--- config.mk ---
export PLATFORM = sky130hd
export DESIGN_NAME = mpw_wb_regbank
export DESIGN_NICKNAME = d
export VERILOG_FILES = /design/src/rtl/mpw_wb_pkg.sv /design/src/rtl/mpw_wb_regbank_sync2.sv /design/src/rtl/mpw_wb_regbank.sv
export SDC_FILE = /design/constraint.sdc
export NUM_CORES = 1
export LEC_CHECK = 0
export CAP_MARGIN = 20
export CORE_UTILIZATION = 40
export DETAILED_ROUTE_END_ITERATION = 12
export PLACE_DENSITY = 0.74
export SLEW_MARGIN = 20
export SYNTH_ARGS = -nofsm -noshare
export SYNTH_HDL_FRONTEND = slang
export SYNTH_SLANG_ARGS = --single-unit
--- constraint.sdc ---
create_clock -name wb_clk_i -period 3.4 [get_ports wb_clk_i]
set_input_delay 0.34 -clock wb_clk_i [delete_from_list [all_inputs] [get_ports wb_clk_i]]
set_output_delay 0.34 -clock wb_clk_i [all_outputs]
set_load 0.02 [all_outputs]
--- src/rtl/mpw_wb_pkg.sv ---
// Shared constants and helpers for the mpw2304c_mp Wishbone register bank.
package mpw_wb_pkg;

  localparam logic [7:0] ID_OFS       = 8'h00;
  localparam logic [7:0] GPIO_OUT_OFS = 8'h04;
  localparam logic [7:0] GPIO_OEB_OFS = 8'h08;
  localparam logic [7:0] GPIO_IN_OFS  = 8'h0C;
  localparam logic [7:0] TMR_LOAD_OFS = 8'h10;
  localparam logic [7:0] TMR_CTRL_OFS = 8'h14;
  localparam logic [7:0] TMR_CNT_OFS  = 8'h18;
  localparam logic [7:0] IRQSTS_OFS   = 8'h1C;
  localparam logic [7:0] IRQEN_OFS    = 8'h20;

  localparam int IRQ_TMR  = 0;
  localparam int IRQ_RISE = 1;
  localparam int IRQ_FALL = 2;

  localparam int CTRL_EN         = 0;
  localparam int CTRL_AUTORELOAD = 1;

  // Replace only the bytes whose select bit is set.
  function automatic logic [31:0] byte_merge(input logic [31:0] old_val,
                                             input logic [31:0] new_val,
                                             input logic [3:0]  sel);
    logic [31:0] res;
    for (int b = 0; b < 4; b++)
      res[8*b +: 8] = sel[b] ? new_val[8*b +: 8] : old_val[8*b +: 8];
    return res;
  endfunction

endpackage

--- src/rtl/mpw_wb_regbank_sync2.sv ---
// Two-flop synchroniser for asynchronous pad inputs.
module mpw_sync2 #(
  parameter int WIDTH = 1
) (
  input  logic             clk,
  input  logic             rst_n,
  input  logic [WIDTH-1:0] d,
  output logic [WIDTH-1:0] q
);

  logic [WIDTH-1:0] sync_p0, sync_p1;

  always_ff @(posedge clk) begin
    if (!rst_n) begin
      sync_p0 <= '0;
      sync_p1 <= '0;
    end else begin
      sync_p0 <= d;
      sync_p1 <= sync_p0;
    end
  end

  assign q = sync_p1;

endmodule

--- src/rtl/mpw_wb_regbank.sv ---
// Wishbone classic slave: GPIO pad control, down-counter timer and user IRQs.
module mpw_wb_regbank
  import mpw_wb_pkg::*;
#(
  parameter logic [31:0] BASE_ADDR = 32'h3000_0000,
  parameter int          NIO       = 17,
  parameter logic [31:0] ID_VALUE  = 32'h2304_C001
) (
  input  logic           wb_clk_i,
  input  logic           wb_rst_ni,
  input  logic           wbs_cyc_i,
  input  logic           wbs_stb_i,
  input  logic           wbs_we_i,
  input  logic [3:0]     wbs_sel_i,
  input  logic [31:0]    wbs_adr_i,
  input  logic [31:0]    wbs_dat_i,
  output logic           wbs_ack_o,
  output logic [31:0]    wbs_dat_o,
  input  logic [NIO-1:0] gpio_in,
  output logic [NIO-1:0] gpio_out,
  output logic [NIO-1:0] gpio_oeb,
  output logic [2:0]     irq
);

  logic           ack_q;
  logic [31:0]    dat_q;
  logic [NIO-1:0] gpio_out_q, gpio_oeb_q, gin_s;
  logic [31:0]    tmr_load_q, tmr_cnt_q;
  logic [1:0]     tmr_ctrl_q;
  logic [2:0]     irq_sts_q, irq_en_q, irq_q;
  logic           gin0_d;

  logic        hit, commit, wr;
  logic [7:0]  ofs;
  logic [31:0] rd_mux;
  logic [31:0] out_m, oeb_m, load_m, ctrl_m, en_m;
  logic [2:0]  sts_clr, sts_set;
  logic        tmr_en, tmr_ar, expire;
  logic        unused_bits;

  assign hit    = wbs_cyc_i & wbs_stb_i & (wbs_adr_i[31:8] == BASE_ADDR[31:8]);
  assign commit = hit & ~ack_q;
  assign wr     = commit & wbs_we_i;
  assign ofs    = {wbs_adr_i[7:2], 2'b00};

  assign out_m  = byte_merge(32'(gpio_out_q), wbs_dat_i, wbs_sel_i);
  assign oeb_m  = byte_merge(32'(gpio_oeb_q), wbs_dat_i, wbs_sel_i);
  assign load_m = byte_merge(tmr_load_q, wbs_dat_i, wbs_sel_i);
  assign ctrl_m = byte_merge(32'(tmr_ctrl_q), wbs_dat_i, wbs_sel_i);
  assign en_m   = byte_merge(32'(irq_en_q), wbs_dat_i, wbs_sel_i);

  assign unused_bits = ^{wbs_adr_i[1:0], out_m[31:NIO], oeb_m[31:NIO],
                         ctrl_m[31:2], en_m[31:3]};

  mpw_sync2 #(.WIDTH(NIO)) u_gin_sync (
    .clk   (wb_clk_i),
    .rst_n (wb_rst_ni),
    .d     (gpio_in),
    .q     (gin_s)
  );

  assign tmr_en = tmr_ctrl_q[CTRL_EN];
  assign tmr_ar = tmr_ctrl_q[CTRL_AUTORELOAD];
  assign expire = tmr_en & (tmr_cnt_q == 32'd0);

  // W1C only affects bits whose byte lane is enabled; hardware sets win.
  assign sts_clr = (wr && ofs == IRQSTS_OFS && wbs_sel_i[0]) ? wbs_dat_i[2:0] : 3'b000;
  always_comb begin
    sts_set           = 3'b000;
    sts_set[IRQ_TMR]  = expire;
    sts_set[IRQ_RISE] = gin_s[0] & ~gin0_d;
    sts_set[IRQ_FALL] = ~gin_s[0] & gin0_d;
  end

  always_comb begin
    rd_mux = '0;
    case (ofs)
      ID_OFS:       rd_mux = ID_VALUE;
      GPIO_OUT_OFS: rd_mux = 32'(gpio_out_q);
      GPIO_OEB_OFS: rd_mux = 32'(gpio_oeb_q);
      GPIO_IN_OFS:  rd_mux = 32'(gin_s);
      TMR_LOAD_OFS: rd_mux = tmr_load_q;
      TMR_CTRL_OFS: rd_mux = 32'(tmr_ctrl_q);
      TMR_CNT_OFS:  rd_mux = tmr_cnt_q;
      IRQSTS_OFS:   rd_mux = 32'(irq_sts_q);
      IRQEN_OFS:    rd_mux = 32'(irq_en_q);
      default:      rd_mux = '0;
    endcase
  end

  always_ff @(posedge wb_clk_i) begin
    if (!wb_rst_ni) begin
      ack_q      <= 1'b0;
      dat_q      <= '0;
      gpio_out_q <= '0;
      gpio_oeb_q <= '1;
      tmr_load_q <= '0;
      tmr_cnt_q  <= '0;
      tmr_ctrl_q <= '0;
      irq_sts_q  <= '0;
      irq_en_q   <= '0;
      irq_q      <= '0;
      gin0_d     <= 1'b0;
    end else begin
      ack_q  <= commit;
      dat_q  <= commit ? rd_mux : 32'd0;
      gin0_d <= gin_s[0];

      if (wr && ofs == GPIO_OUT_OFS) gpio_out_q <= out_m[NIO-1:0];
      if (wr && ofs == GPIO_OEB_OFS) gpio_oeb_q <= oeb_m[NIO-1:0];
      if (wr && ofs == IRQEN_OFS)    irq_en_q   <= en_m[2:0];

      // A LOAD write preempts this cycle's decrement or reload.
      if (wr && ofs == TMR_LOAD_OFS) begin
        tmr_load_q <= load_m;
        tmr_cnt_q  <= load_m;
      end else if (tmr_en) begin
        if (tmr_cnt_q != 32'd0) tmr_cnt_q <= tmr_cnt_q - 32'd1;
        else if (tmr_ar)        tmr_cnt_q <= tmr_load_q;
      end

      if (wr && ofs == TMR_CTRL_OFS) tmr_ctrl_q <= ctrl_m[1:0];
      else if (expire && !tmr_ar)    tmr_ctrl_q[CTRL_EN] <= 1'b0;

      irq_sts_q <= (irq_sts_q & ~sts_clr) | sts_set;
      irq_q     <= irq_sts_q & irq_en_q;
    end
  end

  assign wbs_ack_o = ack_q;
  assign wbs_dat_o = dat_q;
  assign gpio_out  = gpio_out_q;
  assign gpio_oeb  = gpio_oeb_q;
  assign irq       = irq_q;

endmodule
==> summary.txt <==
Outcome: completed
Vias: 8000
Clock root buffer: clkbuf_16
1st-iter DRT viols: 774
# rows: 51
Final setup fails: 0
CTS tree: done
Worst Hold Class: input port to flip-flop
Top cell type's share of synthesized area: 43.6%
Fin crit period: 2.76 ns
Synth area leader: dfxtp_1
Via-to-Cell Ratio: 5.81
First-pass GRT wire length: 39400 um
Nets@finish: 1192
CP endpoint kind: flip-flop
Synth unique cells: 64
Drt wl/cell: 18.0 um
Worst Setup Path Type: flip-flop to flip-flop
Slowest stage delay, CP: 0.71 ns
Period utilization: 81.2%
Setup WS pre-CTS: 0.450 ns
Final Util: 53.6%
Die width: 145 um
Routability Congestion: 0.912
WL final: 24800 um
R2r startpoint: tmr_cnt_q[0]
HP Start: wb_rst_ni
Vias in the first global route: 7420
Most frequent cells in the layout: dfxtp_1 (177), clkdlybuf4s50_1 (156), nand2_1 (144)
Die Ht: 145 um
Largest net degree at the start of global routing: 87
Sequential fraction of the synthesis area: 43.6%
Worst Setup SP: tmr_cnt_q[0]
Syn Nets: 1054
R2R cell count: 8
CP endpoint: tmr_cnt_q[24]
DR DRC count: 0
Dpl cells: 1346
Cts hold-fix bufs: 0
Post-Syn Area: 0.00813 mm2
Cell Count, Final, Fillers Out: 1378
Worst rel slew slack: 42.8%
First-pass DRT Iterations: 6
Maxcap violations: 0
Antenna violations before repair: 0
Syn Inst Count: 962
Worst Setup Start Kind: flip-flop
Core region area: 0.0197 mm2
Clock transition at path regs: 0.08 ns
Commonest non-fill, non-tap cell in the layout: dfxtp_1
Post-synth EDFFs: 0
Crit-path slowest cell: or3_1
Hold path cells: 3
Power Density: 412 mW/mm2
Global route overflow: 0
Synthesized area per cell: 8.45 um2
H-tree levels: 4
Hold Violations, Final: 0
Yosys reg bits: 177
Worst-path maximum fanout: 17
Reg-to-Reg End: tmr_cnt_q[24]
RSZ-0062 raised after global routing: no
Worst-Margin Slew: 0.851 ns
Max IR drop VDD: 0.336 mV
Post-DRT Antenna Nets: 0
Post-route setup slack: 0.641 ns
Internal reg-to-reg setup slack: 0.64 ns
Final Max Tran Viols: 0
Hpwl dp: 17500 um
N_diodes: 0
Synth area leaders: dfxtp_1 (44%), nand2_1 (6.6%), a21oi_1 (6.6%)
Post-CTS Setup Repair Bufs: 0
TritonCTS Buffers: 17
WP data required: 3.70 ns
Fin Setup TNS: 0 ns
Post-Route Skew: 0.0160 ns
Maximum clock path buffer count: 2
Worst path cell trace: inv_1 -> ha_1 -> nor4b_1 -> nand4_1 -> or3_1 -> o22a_1 -> o22ai_1 -> a21oi_1
Number of port buffers: 157
Ys Warns: 0
Layout cell share with drive strength beyond 1: 9.61%
Top FF cell, synth: dfxtp_1
Die area: 0.0209 mm2
Post-CTS Resized: 0
Clk Latency, worst-skew pair: 0.44 ns
Clock tree sinks: 177
Synth async-reset ratio: 0%
Fmax: 0.362 GHz
Initial Util: 41.2%
Pleak: 3.87 nW
GRT Total Usage: 24.4%
# IOs: 160
Final Power: 0.00435 W
Crit path DAT: 3.06 ns
Syn-to-layout area delta: 30.0%
[worst max-delay path: cells and delay by family, from the launching register on]
kind,cells,cell delay [ns]
simple gates,3,1.34
compound gates,3,0.58
flops,1,0.36
fa+ha+maj,1,0.19
buf+inv,1,0.15
[worst min-delay path by stage]
stage                                   to  slack [ns]
after detailed placement  u_gin_sync.q[11]        0.42
final                            wbs_ack_o        0.21
after global routing             wbs_ack_o        0.21
after floorplan            u_gin_sync.q[0]        0.41
after global placement     u_gin_sync.q[5]        0.41
after CTS                        wbs_ack_o        0.21
[cells in the mapped netlist (3+ instances only)]
cell and number:
dfxtp_1 177, nand2_1 144, a21oi_1 107, nor2_1 49, o21ai_0 45, clkbuf_1 42, and2_1 35, nand3_1 33
a22oi_1 32, mux2_2 23, inv_1 22, buf_2 20, mux2i_1 19, o22ai_1 19, and3_1 16, nor3_1 15
nand4_1 14, a222oi_1 12, a31oi_1 11, nor4_1 11, o22a_1 8, a2bb2oi_1 7, a32oi_1 7, o211ai_1 7
or3_1 6, or4_1 6, nand2b_1 5, o21ai_1 5, and4_1 4, nor3_2 4, nor4_4 4, nor4bb_1 4
buf_6 3, nand3_2 3, nor4b_1 3, o21ba_2 3, o31ai_1 3
[registers in the layout, indices dropped and copies added, names as in the netlist, 2 cells and up]
register and cells:
wbs_dat_o 32, tmr_cnt_q 32, irq_sts_q 3, gpio_out 17, gpio_oeb 17, u_gin_sync.q 17, tmr_ctrl_q 2, u_gin_sync.sync_p0 17
tmr_load_q 32, irq_en_q 3, irq 3
[through the flow]
stage               cell area, um2  hold WS, ns
detailed placement            9950        0.418
CTS                          10600        0.207
global placement              9950        0.414
global route                 10600        0.208
floorplan                     8130        0.412
finish                       10600        0.212
[cells by family (layout without fill, tap and decap cells)]
family / count (synthesis) / count (layout) / synth area share, %
muxes: 42 / 42 / 5.53
and+or+nand+nor: 366 / 366 / 23.5
xor gates and xnor gates: 2 / 2 / 0.216
DFF: 177 / 177 / 43.6
buffers and inverters: 90 / 241 / 4.93
adders and majority gates: 2 / 2 / 0.308
AOI/OAI and AO/OA: 283 / 283 / 21.9
[report_power, final]
| part | leakage [nW] | internal [W] | switching, W |
|---|---|---|---|
| clock network | 0.289 | 0.00106 | 0.000950 |
| registers | 1.43 | 0.00209 | 0.00000540 |
| logic | 2.15 | 0.000132 | 0.000113 |
[area by class of cell]
class | count | area [um2]
repair buffers | 186 | 1780
clock buffers | 17 | 425
well taps | 265 | 332
inverters | 23 | 86.3
flip-flops and latches | 177 | 3540
fillers | 1822 | 9150
multi-input cells | 695 | 4210
clock inverters | 15 | 189
[routing by layer]
layer | global-route usage [%] | up-vias | wire [um]
li1 | - | 3801 | -
met1 | 32.4 | 3776 | 10600
met2 | 38.4 | 378 | 11400
met3 | 5.99 | 45 | 2240
met4 | 8.48 | 0 | 549
met5 | 0 | - | 0
Note: power is estimated with default switching activity, not from simulation.
